**src/rtl/sim_uart_fifo.sv**
```systemverilog
// Simulation UART: a 16550-style byte register window with paced TX/RX FIFOs.
// Host characters move over the putc/getc strobes, which the harness binds to uart_putc/uart_getc.
module sim_uart_fifo #(
  parameter int XLEN     = 64,
  parameter int TX_DEPTH = 16,
  parameter int RX_DEPTH = 16,
  parameter int TX_DIV   = 1,
  parameter int RX_POLL  = 64
) (
  input  logic            clk,
  input  logic            resetn,
  input  logic            wen,
  input  logic [7:0]      waddr,
  input  logic [7:0]      wdata,
  input  logic            ren,
  input  logic [7:0]      raddr,
  output logic [XLEN-1:0] rdata,
  output logic            irq,
  // putc_valid/putc_data: the cycle's uart_putc(8'h00, putc_data) call, if any.
  output logic            putc_valid,
  output logic [7:0]      putc_data,
  // getc_req: the cycle's uart_getc call; getc_data is its return value in that cycle.
  output logic            getc_req,
  input  logic [63:0]     getc_data
);

  localparam int TX_AW = $clog2(TX_DEPTH);
  localparam int RX_AW = $clog2(RX_DEPTH);
  localparam int TX_CW = $clog2(TX_DIV + 1);
  localparam int RX_CW = $clog2(RX_POLL + 1);
  localparam logic [TX_CW-1:0] TX_RELOAD = TX_CW'(TX_DIV - 1);
  localparam logic [RX_CW-1:0] RX_RELOAD = RX_CW'(RX_POLL - 1);

  localparam logic [7:0] A_DATA = 8'h00;
  localparam logic [7:0] A_IER  = 8'h01;
  localparam logic [7:0] A_ISR  = 8'h02;
  localparam logic [7:0] A_LSR  = 8'h05;
  localparam logic [7:0] A_SCR  = 8'h07;

  logic [7:0]       tx_mem [TX_DEPTH];
  logic [7:0]       rx_mem [RX_DEPTH];
  logic [TX_AW:0]   tx_wp, tx_rp;
  logic [RX_AW:0]   rx_wp, rx_rp;
  logic [TX_CW-1:0] tx_cnt;
  logic [RX_CW-1:0] rx_cnt;
  logic [1:0]       ier;
  logic [7:0]       scr;
  logic             txovf;

  logic       tx_empty, tx_full, rx_empty, rx_full;
  logic       thr_wr, tx_push, rbr_rd, rx_pop, rx_push, lsr_rd;
  logic       dr, rx_pend, txe_pend;
  logic [7:0] lsr, rd_byte;
  logic       getc_unused;

  // Pointers carry one extra wrap bit so full and empty are distinguishable.
  assign tx_empty = (tx_wp == tx_rp);
  assign tx_full  = (tx_wp[TX_AW] != tx_rp[TX_AW]) &&
                    (tx_wp[TX_AW-1:0] == tx_rp[TX_AW-1:0]);
  assign rx_empty = (rx_wp == rx_rp);
  assign rx_full  = (rx_wp[RX_AW] != rx_rp[RX_AW]) &&
                    (rx_wp[RX_AW-1:0] == rx_rp[RX_AW-1:0]);

  assign thr_wr  = wen && (waddr == A_DATA);
  assign tx_push = thr_wr && !tx_full;
  assign rbr_rd  = ren && (raddr == A_DATA);
  assign rx_pop  = rbr_rd && !rx_empty;
  assign lsr_rd  = ren && (raddr == A_LSR);

  assign putc_valid = resetn && (tx_cnt == '0) && !tx_empty;
  assign putc_data  = tx_mem[tx_rp[TX_AW-1:0]];

  // A same-cycle RBR pop frees a slot, so a full FIFO being drained still polls.
  assign getc_req    = resetn && (rx_cnt == '0) && (!rx_full || rx_pop);
  assign rx_push     = getc_req && !getc_data[63];
  assign getc_unused = ^getc_data[62:8];

  assign dr       = !rx_empty;
  assign rx_pend  = ier[0] & dr;
  assign txe_pend = ier[1] & tx_empty;
  assign lsr      = {1'b0, tx_empty, !tx_full, 3'b000, txovf, dr};

  always_comb begin
    // NOTE: default first so every path assigns rd_byte and no latch is inferred.
    rd_byte = 8'h00;
    case (raddr)
      A_DATA:  rd_byte = rx_empty ? 8'h00 : rx_mem[rx_rp[RX_AW-1:0]];
      A_IER:   rd_byte = {6'b0, ier};
      A_ISR:   rd_byte = {6'b0, txe_pend, rx_pend};
      A_LSR:   rd_byte = lsr;
      A_SCR:   rd_byte = scr;
      default: rd_byte = 8'h00;
    endcase
  end

  // NOTE: FIFO storage has no reset; the pointers alone define which entries are valid.
  always_ff @(posedge clk) begin
    if (tx_push) tx_mem[tx_wp[TX_AW-1:0]] <= wdata;
    if (rx_push) rx_mem[rx_wp[RX_AW-1:0]] <= getc_data[7:0];
  end

  // NOTE: state updates use non-blocking assignments so every read sees the pre-edge value.
  always_ff @(posedge clk) begin
    if (!resetn) begin
      tx_wp  <= '0;
      tx_rp  <= '0;
      rx_wp  <= '0;
      rx_rp  <= '0;
      tx_cnt <= TX_RELOAD;
      rx_cnt <= RX_RELOAD;
      ier    <= '0;
      scr    <= '0;
      txovf  <= 1'b0;
      rdata  <= '0;
      irq    <= 1'b0;
    end else begin
      if (tx_push)    tx_wp <= tx_wp + 1'b1;
      if (putc_valid) tx_rp <= tx_rp + 1'b1;
      if (rx_push)    rx_wp <= rx_wp + 1'b1;
      if (rx_pop)     rx_rp <= rx_rp + 1'b1;

      // The drain counter parks at zero while empty so the next byte leaves immediately.
      if (tx_cnt == '0) tx_cnt <= tx_empty ? '0 : TX_RELOAD;
      else              tx_cnt <= tx_cnt - 1'b1;

      if (rx_cnt == '0) rx_cnt <= RX_RELOAD;
      else              rx_cnt <= rx_cnt - 1'b1;

      if (wen && (waddr == A_IER)) ier <= wdata[1:0];
      if (wen && (waddr == A_SCR)) scr <= wdata;

      // A drop in the same cycle as an LSR read wins, so that overflow is not lost.
      if (thr_wr && tx_full) txovf <= 1'b1;
      else if (lsr_rd)       txovf <= 1'b0;

      if (ren) rdata <= {{(XLEN-8){1'b0}}, rd_byte};
      irq <= rx_pend | txe_pend;
    end
  end

endmodule

```
**config.mk**
```make
export PLATFORM = sky130hd
export DESIGN_NAME = sim_uart_fifo
export DESIGN_NICKNAME = d
export VERILOG_FILES = /design/src/rtl/sim_uart_fifo.sv
export SDC_FILE = /design/constraint.sdc
export NUM_CORES = 1
export LEC_CHECK = 0
export CORE_UTILIZATION = 55
export CTS_CLUSTER_DIAMETER = 80
export DETAILED_ROUTE_END_ITERATION = 8
export PLACE_DENSITY = 0.79
export SETUP_SLACK_MARGIN = 0.4
export SYNTH_ARGS = -nofsm -noshare
export SYNTH_HDL_FRONTEND = slang
export SYNTH_SLANG_ARGS = --single-unit
```
**constraint.sdc**
```tcl
create_clock -name clk -period 3 [get_ports clk]
set_input_delay 0.45 -clock clk [delete_from_list [all_inputs] [get_ports clk]]
set_output_delay 0.45 -clock clk [all_outputs]
set_load 0.02 [all_outputs]
```
After elaboration in Yosys (flattened, before gate mapping) --
Memories as Yosys holds them, arrays and structs flattened. A register that Yosys moved wholly into a read port is not among the register bits. Cells that the tools add are included.
Storage, ports and cells: register bits after elaboration 48, bits in writable memories 256, output and inout port bits 75, logic and storage cells 75, memories 2
Operators by class: $add $sub $neg 6, equal/unequal tests 12, muxes and demuxes 12, bitwise operators 5, reduce and logical (&&, ||, !) cells 27
Memories:
- rx_mem | words 16, bits a word 8, rd ports 1, clocked after memory_dff 1, wr ports 1, line 41 | logic [7:0] rx_mem [RX_DEPTH];
- tx_mem | words 16, bits a word 8, rd ports 1, clocked after memory_dff 1, wr ports 1, line 40 | logic [7:0] tx_mem [TX_DEPTH];
Operators by type and width (number):
- 8-bit case mux with 5 select lines | 1
- 8-bit by 3-bit equality test with 1-bit output, second input constant | 3
- 5-bit by 1-bit adder with 5-bit output, second input constant | 4
- 8-bit by 1-bit equality test with 1-bit output, second input constant | 2
- 8-bit zero test | 2
- 4-bit 2-to-1 mux | 4
- 1-bit logical AND | 15
- 5-bit equality test | 2
- 4-bit equality test | 2
- 8-bit by 2-bit equality test with 1-bit output, second input constant | 1
- 8-bit 2-to-1 mux | 1
- 7-bit zero test | 1
- 7-bit by 1-bit subtractor with 7-bit output, second input constant | 1
- 1-bit 2-to-1 mux | 6
- 1-bit zero test | 5
- 1-bit AND | 2
- 1-bit inequality test | 2
- 1-bit NOT | 2
- 2-bit AND reduction | 1
- 2-bit nonzero test | 1
- 2-bit OR reduction | 1
- 1-bit logical OR | 1
- 1-bit bitwise OR | 1
- 1-bit subtractor, second input constant | 1

Logic depth before layout (Yosys ltp) --
Gate-level depths: netlist (run 1).
depth after elaboration 8, gate-level depth with buffers 8, depth with buffers taken out 6

Least setup slack after synthesis (run 1) --
OpenSTA, ideal clock, no wires.
kind input -> register, start in raddr[3], end mem rx_mem[12][0] (enable), setup time 0.370 ns, data arrival time 2.504 ns, data required time 2.630 ns, slack 0.126 ns, cell stages on the path 5, path through nor4b_1 > nand3_1 > a311oi_1 > nand3_1 > nor2_1
On the way: longest elaborated chain between the ends 8
Ends and longest elaborated chain:
- from (decl) | line 16 | input logic [7:0] raddr,
- 8-bit zero test | line 66 | assign rbr_rd = ren && (raddr == A_DATA);
- 1-bit logical AND | line 66
- 1-bit logical AND | line 67 | assign rx_pop = rbr_rd && !rx_empty;
- 1-bit logical OR | line 74 | assign getc_req = resetn && (rx_cnt == '0) && (!rx_full || rx_pop);
- 1-bit logical AND | line 74
- via getc_req | line 23 | output logic getc_req,
- 1-bit logical AND | line 75 | assign rx_push = getc_req && !getc_data[63];
- 1-bit 2-to-1 mux | line 99 | if (rx_push) rx_mem[rx_wp[RX_AW-1:0]] <= getc_data[7:0];
- 1-bit 2-to-1 mux (implied by the code) | line 99
- to (decl) | line 41
The timed path passes the listed nets, and every way through them passes these cells.

==> metrics.md, run 1 <==
| Metric | Value |
|---|---|
| R2R cell count | `5` |
| Count of cell types in the netlist | `53` |
| Skew final | `15.1 ps` |
| Worst IR drop on VDD | `504 uV` |
| Ports | `167` |
| Vias in the first global route | `6,868` |
| Post-DRT Antenna Nets | `0` |
| DR iter-0 viols | `488` |
| Setup TNS | `0 ps` |
| Status | `finished clean` |
| Setup WS post-layout | `90.0 ps` |
| Post-synth top area share | `0.596` |
| Worst path depth | `5` |
| Max-slew violation count | `0` |
| Die Y | `155 um` |
| Post-synth EDFFs | `256` |
| Shortest period the worst path allows | `2910 ps` |
| Post-place setup slack | `126 ps` |
| Synth Warn # | `0` |
| GP Congestion | `0.765` |
| Register bit count reported by yosys | `312` |
| Detailed Route WL | `26.2 mm` |
| Die width | `155 um` |
| Longest Clk Path Bufs | `3` |
| Layout filler cell count | `1,576` |
| Max Cap Viol | `0` |
| CTS tree | `done` |
| Std-Cell Rows | `55` |
| Hold path start | `rx_cnt[0]$_SDFF_PP1_` |
| CP required | `2550 ps` |
| Finished layout cell area | `15,000 um2` |
| Remaining Overflow, GRT | `0` |
| Initial core utilization | `0.565` |
| Multi-input logic area | `3700 um2` |
| Via count | `6,857` |
| Worst min path class | `reg2reg` |
| P&R area growth vs syn | `16.3%` |
| Yosys top cell by area | `edfxtp_1` |
| Num CTS Buffers | `31` |
| Pin count of the biggest net entering global routing | `35` |
| Most common cell in the netlist | `edfxtp_1` |
| RSZ-0062 raised after global routing | `yes` |
| Crit Path Max Fanout | `5` |
| Slowest CP cell | `mux4_2` |
| Startpoint types | `flip-flop` |
| Cell mode on critical path | `mux4_2` |
| Reg clk slew, reported paths | `60 ps` |
| Die area | `24,100 um2` |
| Initial antenna violation count | `1` |
| Slew HR | `0.432` |
| Worst Tran Pin Value | `851 ps` |
| Fraction of layout cells with a size suffix above 1 | `0.210` |
| Final core occ | `0.657` |
| Post-synthesis sequential area ratio | `0.683` |
| Post-Syn Area | `12,900 um2` |
| Final Setup Violations | `0` |
| Global-route wire length before repair | `39.8 mm` |
| Total track usage | `0.227` |
| Root Buffer Master | `clkbuf_16` |
| Crit. End Element | `output port` |
| Asr flop ratio synth | `0` |
| Post-place instance area | `13,900 um2` |
| Pwr per Cell Area | `566 nW/um2` |
| Htree depth | `1` |
| WS Path Type | `reg2out` |
| Post-synth top flop | `edfxtp_1` |
| Core Box Area | `22,800 um2` |
| Sink Count | `312` |
| Dpl hpwl | `16.3 mm` |
| Fmax | `344 MHz` |
| Hold Vio Cnt, Final | `0` |
| Nets | `977` |
| DRC violations left | `0` |
| Routed length per instance | `21.7 um` |
| Max stage delay on crit path | `520 ps` |
| Drt pass-1 iters | `5` |
| Pleak | `5.08 nW` |
| Critical path buffers and inverters | `3` |
| Synth top area cells | `edfxtp_1 (60%), mux4_2 (11%), dfxtp_1 (8.7%), buf_4 (3.3%), mux2i_1 (1.8%)` |
| Syn Inst Count | `763` |
| CTS Hold Bufs | `0` |
| Period Utilization, post-route | `0.970` |
| CP arrival | `2460 ps` |
| Syn Area/Cell | `16.9 um2` |
| Worst hold path depth | `1` |
| Commonest cells post-synth | `edfxtp_1 (256), mux4_2 (65), buf_4 (56), dfxtp_1 (56), nor2_1 (54)` |
| Worst-path cell chain | `buf_16 -> buf_12 -> mux4_2 -> mux4_2 -> buf_6` |
| Via density | `5.67` |
| CP top delay family | `multiplexers` |
| Register area | `8820 um2` |
| I/O Buffers | `55` |
| Worst-Skew Late Latency | `560 ps` |
final cells by class:
type,instances,area share
clock inverter,10,0.00601
timing repair buffer,111,0.0727
tap,313,0.0261
clock buffer,46,0.0568
antenna,1,0.000167
inverter,14,0.00350
sequential,312,0.588
multi-input combinational,403,0.246
where the power goes:
part	internal, mW	leakage [nW]	switching [mW]
sequential	4.68	2.76	0.00332
clock	2.05	0.451	1.54
combinational	0.0621	1.87	0.156
total	6.79	5.08	1.70
cells by family after synthesis:
group           synth area share
compound gates            0.0266
mux                        0.152
simple gates              0.0587
other cells             0.000291
xor+xnor                  0.0190
fa+ha+maj                 0.0116
flops                      0.683
buf+inv                   0.0489
layer usage:
metal	up-vias	share of wire	GRT usage
met2	238	0.51	0.394
met3	61	0.056	0.0301
li1	3078	-	-
met1	3480	0.39	0.289
met4	0	0.038	0.0981
met5	-	0	0
registers in the layout, indices dropped and copies added (netlist names), named ones only:
name / flops
ier: 2
irq: 1
rdata: 8
rx_cnt: 7
rx_mem: 128
rx_rp: 5
rx_wp: 5
scr: 8
tx_cnt: 1
tx_mem: 128
tx_rp: 5
tx_wp: 5
txovf: 1
through the flow:
| step | std cells | hold slack [ps] | total power, mW |
|---|---|---|---|
| CTS | 1208 | 394 | 8.54 |
| finish | 1210 | 395 | 8.49 |
| detailed placement | 1145 | 381 | 4.99 |
| global placement | 1145 | 379 | 4.99 |
| floorplan | 819 | 367 | 4.93 |
| global route | 1210 | 414 | 8.72 |
timing repair:
item,in CTS,in global routing
pin swaps,0,1
gates resized for setup,57,9
endpoints found under the setup margin,10,10
gates cloned,3,0
setup buffers,4,1
cell usage in the layout (no fill, tap or decap), types with 3 or more instances in the layout:
cell and n:
edfxtp_1 256, mux4_2 65, conb_1 57, nor2_1 54
dfxtp_1 48, buf_4 48, clkdlybuf4s50_1 45, clkbuf_16 31
nand2_1 29, mux2i_1 23, xnor2_1 17, and3_1 15
inv_1 13, nand3_1 13, clkbuf_1 13, o21ai_0 12
ha_1 12, xor2_1 10, nor2b_1 8, nand2b_1 8
mux4_1 8, a21oi_1 7, buf_6 7, nor3_1 6
nand4_1 6, clkinv_1 6, dfxtp_2 6, a22oi_1 5
mux2_2 5, buf_12 5, and2_1 4, o211ai_1 4
a2111oi_0 4, nand3b_1 3, or3_1 3, buf_16 3
worst paths after layout:
path	endpoint	slack, ps
worst max-delay path	putc_data[1]	90
worst min-delay path	rx_cnt[0]$_SDFF_PP1_	390
worst max register to register	rdata[4]$_SDFFE_PN0P_	550
worst min register to register	rx_cnt[0]$_SDFF_PP1_	390
No activity file was read; power rests on OpenSTA's default activity.
==> inputs of run 2 (changes only) <==
==> constraint.sdc (replaced) <==
create_clock -name clk -period 3 [get_ports clk]
set_input_delay 0.75 -clock clk [delete_from_list [all_inputs] [get_ports clk]]
set_output_delay 0.75 -clock clk [all_outputs]
set_load 0.02 [all_outputs]
==> metrics.md, run 2 (synthesis gave the netlist of run 1 again) <==
| Metric | Value |
|---|---|
| Pwr Total | `8.52 mW (+0.35%)` |
| Post-place instance area | `14,100 um2 (+1.7%)` |
| Hold path start | `rx_cnt[0]$_SDFF_PP1_` |
| Core Box Area | `22,800 um2 (unchanged)` |
| R2R cell count | `4 (-1)` |
| Detailed Route WL | `25.4 mm (-3.2%)` |
| Commonest non-fill, non-tap cell in the layout | `edfxtp_1` |
| Reg clk slew, reported paths | `60 ps (about the same)` |
| Die area | `24,100 um2 (unchanged)` |
| Skew final | `10.4 ps (-4.70 ps)` |
| Crit. End Element | `output port` |
| WS Path Type | `reg2out` |
| Longest Clk Path Bufs | `3 (unchanged)` |
| DR iter-0 viols | `453 (-7.2%)` |
| Setup WS post-layout | `-159 ps (-249 ps)` |
| Post-DRT Antenna Nets | `0 (unchanged)` |
| Total track usage | `0.221 (-0.00585)` |
| Pleak | `5.18 nW (+1.9%)` |
| Failing checks | `negative setup slack` |
| Die Y | `155 um (unchanged)` |
| CTS Hold Bufs | `0 (unchanged)` |
| Global-route wire length before repair | `39.7 mm (-0.43%)` |
| Reg2reg end | `rdata[5]$_SDFFE_PN0P_` |
| Initial antenna violation count | `0 (-1)` |
| Worst Tran Pin Value | `798 ps (-52.6 ps)` |
| Dpl hpwl | `16.1 mm (-1.6%)` |
| Slew HR | `0.466 (+0.0342)` |
| Status | `complete, but fails checks` |
| RSZ-0062 raised after global routing | `yes` |
| Via density | `5.49 (-3.1%)` |
| Post-place setup slack | `-490 ps (-615 ps)` |
| Clock power frac | `0.423 (about the same)` |
| DRC violations left | `0 (unchanged)` |
| Nets | `989 (+1.2%)` |
| Switching Share | `0.201 (+0.000919)` |
| Int Power | `6.81 mW (+0.23%)` |
| Final Setup Violations | `8 (+8)` |
| Crit Path Max Fanout | `6 (+1)` |
| NetSw | `1.71 mW (+0.81%)` |
| Worst hold path depth | `1 (unchanged)` |
| Remaining Overflow, GRT | `0 (unchanged)` |
| Root Buffer Master | `clkbuf_16` |
| Die width | `155 um (unchanged)` |
| Num CTS Buffers | `31 (unchanged)` |
| GP Congestion | `0.801 (+4.8%)` |
| Register-to-register setup slack | `640 ps (+90 ps)` |
| Comb power frac | `0.027 (about the same)` |
| Commonest non-fill, non-tap cells in the layout | `edfxtp_1 (256), mux4_2 (65), conb_1 (57), buf_4 (53), dfxtp_1 (49)` |
| Fraction of layout cells with a size suffix above 1 | `0.244 (+0.0341)` |
| CTS tree | `done` |
| Hold_ws | `397 ps (+2.27 ps)` |
| Slowest CP cell | `mux4_2` |
| Sink Count | `312 (unchanged)` |
| Hold endpoint | `rx_cnt[0]$_SDFF_PP1_` |
| Worst-path cell chain | `buf_12 -> buf_16 -> mux4_2 -> mux4_2 -> buf_6` |
| Vias in the first global route | `6,948 (+1.2%)` |
| Hold Vio Cnt, Final | `0 (unchanged)` |
| I/O Buffers | `55 (unchanged)` |
| Reg power frac | `0.550 (-0.002)` |
| Cell mode on critical path | `mux4_2` |
| P&R area growth vs syn | `18.2%` |
| Max Cap Viol | `0 (unchanged)` |
| Fmax | `317 MHz (-7.9%)` |
| CP arrival | `2410 ps (-50 ps)` |
| Initial core utilization | `0.565 (unchanged)` |
| Drt pass-1 iters | `5 (unchanged)` |
| Pin count of the biggest net entering global routing | `35 (unchanged)` |
| Via count | `6,718 (-2.0%)` |
| Period Utilization, post-route | `1.05 (+0.0830)` |
| Max stage delay on crit path | `550 ps (+30 ps)` |
| CP required | `2250 ps (-300 ps)` |
| Htree depth | `1 (unchanged)` |
| Worst min path class | `reg2reg` |
| Ports | `167 (unchanged)` |
| Finished layout cell area | `15,200 um2 (+1.6%)` |
| Pwr per Cell Area | `559 nW/um2 (-1.3%)` |
| Routed length per instance | `20.8 um (-4.2%)` |
| Shortest period the worst path allows | `3160 ps (+249 ps)` |
| Worst IR drop on VDD | `567 uV (+12%)` |
| Std-Cell Rows | `55 (unchanged)` |
| Max-slew violation count | `0 (unchanged)` |
| Startpoint types | `flip-flop` |
| Diode count | `0 (-1)` |
| Worst-Skew Late Latency | `550 ps (about the same)` |
run 2: cell count changes in the layout (fill, tap and decap cells not counted), sizes merged:
cell	delta
clkbuf	-4
clkinv	+4
clkinvlp	+1
clkdlybuf4s50	-9
diode	-1
buf	+18
dlygate4sd2	+2
clkdlybuf4s15	+2
run 2: area by class of cell:
cell class / count / area [um2]
multi-input combinational: 403 / 3780
timing repair buffer: 123 / 1250
fill: 1555 / 7600
clock inverter: 15 / 104
inverter: 14 / 52.6
clock buffer: 43 / 851
sequential: 312 / 8820
tap: 313 / 392
run 2: repair_timing:
| item | in CTS | in global routing |
|---|---|---|
| endpoints found under the hold margin | 0 | 0 |
| endpoints found under the setup margin | 22 | 10 |
| cloned | 1 | 0 |
| pin swaps | 6 | 5 |
| gates resized for setup | 94 | 9 |
| setup buffers | 10 | 1 |
run 2: power by group through the flow:
stage	Clock (mW)	Combinational (mW)	Sequential, mW
global placement	0	0.211	4.78
finish	3.60	0.229	4.68
CTS	3.65	0.226	4.68
floorplan	0	0.155	4.78
detailed placement	0	0.217	4.78
global route	3.83	0.247	4.68
run 2: per-stage QoR:
stage	std cells	TNS (ps)	util
after global placement	1153	-9010	0.617
after global routing	1223	-1290	0.667
after CTS	1222	-930	0.665
after floorplan	819	0	-
after detailed placement	1153	-11060	0.617
final	1223	-854	0.667
run 2: how the worst max path moves through the flow:
stage / start / endpoint / cells past startpoint
floorplan: raddr[0] / rx_mem[10][0]$_DFFE_PP_ / 6
global placement: raddr[3] / getc_req / 5
detailed placement: raddr[3] / getc_req / 5
CTS: flip-flop / putc_data[2] / 5
global route: flip-flop / putc_data[1] / 5
finish: flip-flop / putc_data[6] / 5
run 2: critical path: cells and delay by family, from the launching register on:
family	cells	cell delay, ps
flip-flops	1	420
buffers and inverters	3	390
multiplexers	2	1050
run 2: layer usage:
metal,GRT usage,wire (um),up-vias
li1,-,-,3089
met1,0.277,10300,3402
met2,0.398,13400,182
met3,0.0345,1040,45
met4,0.0655,674,0
met5,0,0,-
